==> src/rtl/mem_arbiter_if.sv <==
// mem_arbiter_if: fetch, data, memory and status signals around the shared-memory arbiter.
interface mem_arbiter_if;
    logic        if_req;
    logic [31:0] if_addr;
    logic [31:0] if_rdata;
    logic        if_ready;
    logic        d_req;
    logic        d_wr;
    logic [1:0]  d_size;
    logic [31:0] d_addr;
    logic [31:0] d_wdata;
    logic [31:0] d_rdata;
    logic        d_ready;
    logic        mem_en;
    logic        mem_wr;
    logic [1:0]  mem_size;
    logic [31:0] mem_addr;
    logic [31:0] mem_wdata;
    logic [31:0] mem_rdata;
    logic        mem_valid;
    logic        busy;
    logic        err;
    modport slave (
        input  if_req, if_addr, d_req, d_wr, d_size, d_addr, d_wdata, mem_rdata, mem_valid,
        output if_rdata, if_ready, d_rdata, d_ready, mem_en, mem_wr, mem_size, mem_addr, mem_wdata, busy, err
    );
    modport master (
        output if_req, if_addr, d_req, d_wr, d_size, d_addr, d_wdata, mem_rdata, mem_valid,
        input  if_rdata, if_ready, d_rdata, d_ready, mem_en, mem_wr, mem_size, mem_addr, mem_wdata, busy, err
    );
endinterface

==> src/rtl/mem_arbiter.sv <==
// mem_arbiter: shares one single-ported memory between instruction fetch and data access,
// round-robin on ties, with a per-access timeout that completes the access with err set.
module mem_arbiter #(
    parameter int TIMEOUT = 16
) (
    input  logic         clk,
    input  logic         reset,
    mem_arbiter_if.slave bus
);
    localparam int CW = $clog2(TIMEOUT + 1);
    typedef enum logic [1:0] {IDLE, BUSY_I, BUSY_D, DONE} state_t;
    state_t        state;
    logic [CW-1:0] counter;
    logic          lastGrant;
    logic          grantD;
    // lastGrant: 0 = fetch, 1 = data; a tie goes to the port not served last
    assign grantD   = bus.d_req && (!bus.if_req || !lastGrant);
    assign bus.busy = state != IDLE;
    always_ff @(posedge clk or posedge reset) begin
        if (reset) begin
            state         <= IDLE;
            counter       <= '0;
            lastGrant     <= 1'b0;
            bus.mem_en    <= 1'b0;
            bus.mem_wr    <= 1'b0;
            bus.mem_size  <= 2'b00;
            bus.mem_addr  <= '0;
            bus.mem_wdata <= '0;
            bus.if_rdata  <= '0;
            bus.d_rdata   <= '0;
            bus.if_ready  <= 1'b0;
            bus.d_ready   <= 1'b0;
            bus.err       <= 1'b0;
        end else begin
            bus.mem_en   <= 1'b0;
            bus.if_ready <= 1'b0;
            bus.d_ready  <= 1'b0;
            case (state)
                IDLE: if (bus.if_req || bus.d_req) begin
                    state         <= grantD ? BUSY_D : BUSY_I;
                    lastGrant     <= grantD;
                    counter       <= '0;
                    bus.err       <= 1'b0;
                    bus.mem_en    <= 1'b1;
                    bus.mem_wr    <= grantD && bus.d_wr;
                    bus.mem_size  <= grantD ? bus.d_size : 2'b11;
                    bus.mem_addr  <= grantD ? bus.d_addr : bus.if_addr;
                    bus.mem_wdata <= grantD ? bus.d_wdata : '0;
                end
                BUSY_I, BUSY_D: if (bus.mem_valid || counter == CW'(TIMEOUT - 1)) begin
                    // mem_valid beats a simultaneous timeout
                    state        <= DONE;
                    bus.err      <= !bus.mem_valid;
                    bus.if_ready <= state == BUSY_I;
                    bus.d_ready  <= state == BUSY_D;
                    bus.if_rdata <= (bus.mem_valid && state == BUSY_I) ? bus.mem_rdata : bus.if_rdata;
                    bus.d_rdata  <= (bus.mem_valid && state == BUSY_D && !bus.mem_wr) ? bus.mem_rdata : bus.d_rdata;
                end else begin
                    counter <= counter + 1'b1;
                end
                default: state <= IDLE;
            endcase
        end
    end
endmodule

==> src/flat_wrapper.sv <==
// flat-port wrapper written by rule: the top's interface ports become plain ports
module mem_arbiter_flat 
#(
    parameter int TIMEOUT = 16
)
  (clk, reset, bus_if_req, bus_if_addr, bus_d_req, bus_d_wr, bus_d_size, bus_d_addr, bus_d_wdata, bus_mem_rdata, bus_mem_valid, bus_if_rdata, bus_if_ready, bus_d_rdata, bus_d_ready, bus_mem_en, bus_mem_wr, bus_mem_size, bus_mem_addr, bus_mem_wdata, bus_busy, bus_err);
  mem_arbiter_if bus_i ();
  input  logic clk;
  input  logic reset;
  input wire logic [$bits(bus_i.if_req)-1:0] bus_if_req;
  input wire logic [$bits(bus_i.if_addr)-1:0] bus_if_addr;
  input wire logic [$bits(bus_i.d_req)-1:0] bus_d_req;
  input wire logic [$bits(bus_i.d_wr)-1:0] bus_d_wr;
  input wire logic [$bits(bus_i.d_size)-1:0] bus_d_size;
  input wire logic [$bits(bus_i.d_addr)-1:0] bus_d_addr;
  input wire logic [$bits(bus_i.d_wdata)-1:0] bus_d_wdata;
  input wire logic [$bits(bus_i.mem_rdata)-1:0] bus_mem_rdata;
  input wire logic [$bits(bus_i.mem_valid)-1:0] bus_mem_valid;
  output wire logic [$bits(bus_i.if_rdata)-1:0] bus_if_rdata;
  output wire logic [$bits(bus_i.if_ready)-1:0] bus_if_ready;
  output wire logic [$bits(bus_i.d_rdata)-1:0] bus_d_rdata;
  output wire logic [$bits(bus_i.d_ready)-1:0] bus_d_ready;
  output wire logic [$bits(bus_i.mem_en)-1:0] bus_mem_en;
  output wire logic [$bits(bus_i.mem_wr)-1:0] bus_mem_wr;
  output wire logic [$bits(bus_i.mem_size)-1:0] bus_mem_size;
  output wire logic [$bits(bus_i.mem_addr)-1:0] bus_mem_addr;
  output wire logic [$bits(bus_i.mem_wdata)-1:0] bus_mem_wdata;
  output wire logic [$bits(bus_i.busy)-1:0] bus_busy;
  output wire logic [$bits(bus_i.err)-1:0] bus_err;
  assign bus_i.if_req = bus_if_req;
  assign bus_i.if_addr = bus_if_addr;
  assign bus_i.d_req = bus_d_req;
  assign bus_i.d_wr = bus_d_wr;
  assign bus_i.d_size = bus_d_size;
  assign bus_i.d_addr = bus_d_addr;
  assign bus_i.d_wdata = bus_d_wdata;
  assign bus_i.mem_rdata = bus_mem_rdata;
  assign bus_i.mem_valid = bus_mem_valid;
  assign bus_if_rdata = bus_i.if_rdata;
  assign bus_if_ready = bus_i.if_ready;
  assign bus_d_rdata = bus_i.d_rdata;
  assign bus_d_ready = bus_i.d_ready;
  assign bus_mem_en = bus_i.mem_en;
  assign bus_mem_wr = bus_i.mem_wr;
  assign bus_mem_size = bus_i.mem_size;
  assign bus_mem_addr = bus_i.mem_addr;
  assign bus_mem_wdata = bus_i.mem_wdata;
  assign bus_busy = bus_i.busy;
  assign bus_err = bus_i.err;
  mem_arbiter #(.TIMEOUT(TIMEOUT)) u_core (.clk(clk), .reset(reset), .bus(bus_i));
endmodule
==> config.mk <==
export PLATFORM = sky130hd
export DESIGN_NAME = mem_arbiter_flat
export DESIGN_NICKNAME = d
export VERILOG_FILES = /design/src/rtl/mem_arbiter_if.sv /design/src/rtl/mem_arbiter.sv /design/src/flat_wrapper.sv
export SDC_FILE = /design/constraint.sdc
export NUM_CORES = 1
export LEC_CHECK = 0
export CAP_MARGIN = 20
export CORE_MARGIN = 2
export CORE_UTILIZATION = 40
export DETAILED_ROUTE_END_ITERATION = 12
export HOLD_SLACK_MARGIN = 0.1
export PLACE_DENSITY = 0.79
export SYNTH_ARGS = -nofsm -noshare
export SYNTH_HDL_FRONTEND = slang
export SYNTH_SLANG_ARGS = --single-unit
==> constraint.sdc <==
create_clock -name clk -period 12.2 [get_ports clk]
set_clock_uncertainty 0.05 [all_clocks]
set_input_delay 1.83 -clock clk [delete_from_list [all_inputs] [get_ports clk]]
set_output_delay 1.83 -clock clk [all_outputs]
set_load 0.02 [all_outputs]
-- After elaboration in Yosys (flattened, before gate mapping)
Cells that the tools add are included.
- add/sub/neg operators: 1
- equal/unequal tests: 6
- reduce and logical (&&, ||, !) cells: 22
- mux-type cells: 19
- operators with widths (cell ; number):
    two-way mux 32 bit ; 2
    AND reduction 3 bit ; 4
    two-way mux 5 bit ; 2
    case mux 5 bit (2 select lines) ; 1
    two-way mux 1 bit ; 8
    two-way mux 2 bit ; 4
    adder 5 x 1 -> 5 bit, second input constant ; 1
    == test 5 x 4 -> 1 bit, second input constant ; 1
    logical AND 1 bit ; 5
    zero test 1 bit ; 4
    inequality test 2 x 1 -> 1 bit, second input constant ; 2
    case mux 2 bit (2 select lines) ; 1
    AND reduction 2 bit ; 2
    nonzero test 2 bit ; 2
    logical OR 1 bit ; 3
    == test 2 x 1 -> 1 bit, second input constant ; 1
    == test 2 bit, second input constant ; 1
    zero test 2 bit ; 1
    inequality test 2 bit, second input constant ; 1
    case mux 1 bit (2 select lines) ; 1
    OR reduction 2 bit ; 1
- flip-flop bits (word level): 143
- bits of input ports: 136
- output and inout port bits: 136
- word-level logic and storage cells: 61

-- Longest topological paths before layout
- depth in word-level cells: 6
- mapped depth: 8
- depth with buffers taken out: 6

-- Worst setup path before layout
No wires, ideal clock.
- kind: input-to-reg
- from: input bus_mem_valid
- to: register u_core.counter[3]
- data required time: 12049 ps
- stages on the path: 4
- library setup time: 101 ps
- slack: 9212 ps
- buffers on the path: 1
- arrival: 2838 ps
- path through: or2_0 -> buf_2 -> or4_1 -> o311ai_2
- longest elaborated chain between the ends: 3
- RTL lines (what ; RTL line ; text):
    start, declared ; flat_wrapper.sv:18 ; input wire logic [$bits(bus_i.mem_valid)-1:0] bus_mem_valid;
    logical OR 1 bit ; mem_arbiter.sv:50 ; BUSY_I, BUSY_D: if (bus.mem_valid || counter == CW'(TIMEOUT - 1)) begin
    inequality test 2 bit (no line) ; - ;
    AND reduction 3 bit (no line) ; - ;
    end signal, assigned ; mem_arbiter.sv:59 ; counter <= counter + 1'b1;
    end, declared ; mem_arbiter.sv:13 ; logic [CW-1:0] counter;
No other way between the ends.
A chain may end at the register's enable or synchronous reset.

-- Worst setup path in the final report
- from: register u_core.state[0]
- to: output bus_busy
- longest elaborated chain between the ends: 1
- RTL lines (what ; RTL line ; text):
    start, declared ; mem_arbiter.sv:12 ; state_t state;
    start signal, assigned ; mem_arbiter.sv:40 ; state <= grantD ? BUSY_D : BUSY_I;
    nonzero test 2 bit ; mem_arbiter.sv:18 ; assign bus.busy = state != IDLE;
    end, declared ; flat_wrapper.sv:28 ; output wire logic [$bits(bus_i.busy)-1:0] bus_busy;
No other way between the ends.

==> flow_metrics.env <==
export IMPL_die_area_um2=15380
export IMPL_holdBufCountCts=0
export IMPL_synth_top_family_by_area="multiplexers"
export IMPL_reg2reg_slack_ns=9.80
export IMPL_cts_buffers=17
export IMPL_powerDensity_nw_per_um2=275.4
export IMPL_seq_area_um2=3578
export IMPL_critPathCaptureType="output pin"
export IMPL_synth_edf_count=0
export IMPL_hold_viol=0
export IMPL_cts_max_level=4
export IMPL_dp_cells=854
export IMPL_status="finished, final reports clean"
export IMPL_routabilityCongestion=0.7614
export IMPL_final_cell_mix="clkdlybuf4s50_1, dfrtp_1, mux2_2, nand2_1, o21ai_0"
export IMPL_crit_slowest_cell="clkdlybuf4s50_1"
export IMPL_fp_dieH_um=124.0
export IMPL_yosysWarningCount=0
export IMPL_grt_pass1_wl_mm=23.67
export IMPL_path_max_fanout=8
export IMPL_ys_ff_latch=143
export IMPL_fp_dieW_um=124.0
export IMPL_grt_antenna_before_repair=0
export IMPL_clk_pin_slew_ns=0.06
export IMPL_first_global_vias=4592
export IMPL_synth_cell_area_um2=5762
export IMPL_vias=4492
export IMPL_nets=836
export IMPL_area_growth_pct=60.48
export IMPL_nFillCells=1028
export IMPL_pin_count=272
export IMPL_synth_flop_cell="dfrtp_1"
export IMPL_max_cap_violations=0
export IMPL_crit_required_ns=10.32
export IMPL_arrival_ns=1.94
export IMPL_initial_utilization_pct=41.19
export IMPL_rows=43
export IMPL_grt_max_degree=90
export IMPL_multiInputGateArea_um2=2048
export IMPL_vdd_drop_max_mv=0.1105
export IMPL_netlist_top_cells_area="dfrtp_1, mux2_2, mux2i_1"
export IMPL_critPathTopFamily="buffers and inverters"
export IMPL_clkLatencyLatePin_ns=0.41
export IMPL_synth_distinct_cells=40
export IMPL_cts_sinks=143
export IMPL_syn_mean_instance_area_um2=13.53
export IMPL_antenna_left=0
export IMPL_crit_chain="inv_1, ha_1, inv_1, clkdlybuf4s50_1"
export IMPL_post_drt_wl_per_cell_um=17.87
export IMPL_synth_fa_ha_area_share_pct=1.303
export IMPL_relSlewSlack_pct=38.75
export IMPL_yosysTopAreaCellShare_pct=62.11
export IMPL_gr_total_overflow=0
export IMPL_cts_setup_buffers=0
export IMPL_p_leak_nw=4.024
export IMPL_ys_seq_area_share_pct=62.11
export IMPL_cts_tree="done"
export IMPL_setup_viol=0
export IMPL_finalCriticalPeriod_ns=3.817
export IMPL_final_cells=887
export IMPL_drtPass1Iterations=4
export IMPL_fmax_mhz=262.0
export IMPL_final_common_cell="clkdlybuf4s50_1"
export IMPL_drcViolationCount=0
export IMPL_hpwl_mm=11.89
export IMPL_syn_nets=568
export IMPL_yosys_area_share_xor_xnor_pct=0
export IMPL_cts_resized=0
export IMPL_portBuffers=271
export IMPL_async_flop_share_pct=100.0
export IMPL_drv_slew=0
export IMPL_crit_buf_inv=3
export IMPL_synthSimpleGateAreaFrac_pct=4.908
export IMPL_cts_buffer_depth=2
export IMPL_yosysTopAreaCell="dfrtp_1"
export IMPL_critPathMaxStageDelay_ns=0.63
export IMPL_via_per_inst=5.064
export IMPL_hold_class="flop to flop"
export IMPL_rsz0062_at_grt="no"
export IMPL_crit_top_cell="inv_1"
export IMPL_start_kind="flop"
export IMPL_drtIter0Drc=184
export IMPL_fin_crit_sh_pct=31.29
export IMPL_fin_setup_tns_ns=0
export IMPL_drt_wl_total_mm=15.85
export IMPL_worst_pin_slew_ns=0.9188
export IMPL_diodes=0
export IMPL_synthMuxAreaShare_pct=18.24
export IMPL_critPathKind="flop to output pin"
export IMPL_synth_compound_area_share_pct=10.71
export IMPL_layout_drive_gt1_share_pct=15.13
export IMPL_grt_use_total_pct=20.48
export IMPL_synth_cells=426
export IMPL_design_core_area_um2=13990
export IMPL_cts_root_buf="clkbuf_16"
[flip-flops by register name (all words and copies together) (netlist names)]
| register | flops |
|---|---|
| u_core.bus.mem_wr | 1 |
| u_core.bus.mem_size | 2 |
| u_core.bus.if_rdata | 32 |
| u_core.lastGrant | 1 |
| u_core.counter | 5 |
| u_core.bus.err | 1 |
| u_core.bus.mem_en | 1 |
| u_core.bus.mem_addr | 32 |
| u_core.bus.mem_wdata | 32 |
| u_core.bus.d_ready | 1 |
| u_core.bus.d_rdata | 32 |
| u_core.bus.if_ready | 1 |
| u_core.state | 2 |
[where the power goes]
part	internal (mW)	switching, mW
clock network	0.306	0.195
logic	0.610	0.599
registers	0.703	0.133
total	1.62	0.927
[stage by stage]
| stage | worst slack (ns) | util (%) | area, um^2 | power, mW | hold slack (ns) |
|---|---|---|---|---|---|
| detailed placement | 8.142 | 61.74 | 8637 | 2.057 | 0.4239 |
| CTS | 8.340 | 65.90 | 9219 | 2.570 | 0.4364 |
| global placement | 8.245 | 61.74 | 8637 | 2.013 | 0.4112 |
| finish | 8.383 | 66.10 | 9246 | 2.547 | 0.4281 |
| floorplan | 6.482 | - | 5762 | 1.445 | 0.4203 |
| global route | 8.212 | 66.10 | 9246 | 2.692 | 0.4605 |
[metal layers]
metal | up-vias | share of wire, % | track usage, %
met3 | 24 | 9.8 | 7.234
met5 | - | 0 | 0
met1 | 2154 | 38 | 23.71
met2 | 234 | 50 | 35.23
li1 | 2080 | - | -
met4 | 0 | 1.8 | 7.163
[tightest hold or removal path, delay by kind of cell (launching register included)]
family,cells,cell delay (ns)
AO/OA/AOI/OAI,1,0.06
flip-flops,1,0.34
AND/OR/NAND/NOR,1,0.04
[cells in the mapped netlist, drive strengths merged (4+ instances only)]
cell type,n
a22o,33
and3,4
buf,16
clkbuf,12
dfrtp,143
ha,6
inv,8
mux2,64
mux2i,33
nand2,37
o21ai,35
o22a,4
[path summary, 6_finish.rpt]
| kind | to | startpoint | cells after the start |
|---|---|---|---|
| worst max-delay path | bus_busy | u_core.state[0] | 4 |
| worst min-delay path | u_core.bus.mem_addr[31] | u_core.bus.mem_addr[31] | 2 |
| worst max register to register | u_core.counter[3] | u_core.counter[1] | 6 |
| worst min register to register | u_core.bus.mem_addr[31] | u_core.bus.mem_addr[31] | 2 |
| max in group asynchronous | u_core.bus.mem_addr[27] | reset | 3 |
| min in group asynchronous | u_core.bus.if_rdata[10] | reset | 2 |
[cells by family (layout without fill, tap and decap cells)]
kind of cell | count (synthesis) | count (layout)
simple gates | 59 | 59
fa+ha+maj | 6 | 6
buf+inv | 36 | 317
flops | 143 | 143
compound gates | 85 | 85
mux | 97 | 97
[final cells by class]
| class | instances | area share (%) |
|---|---|---|
| Multi-Input combinational cell | 247 | 22.15 |
| Tap cell | 180 | 2.436 |
| Timing Repair Buffer | 277 | 30.04 |
| Clock buffer | 19 | 4.790 |
| Clock inverter | 13 | 1.502 |
| Inverter | 8 | 0.3789 |
| Sequential cell | 143 | 38.70 |
(Power assumes the default switching activity.)
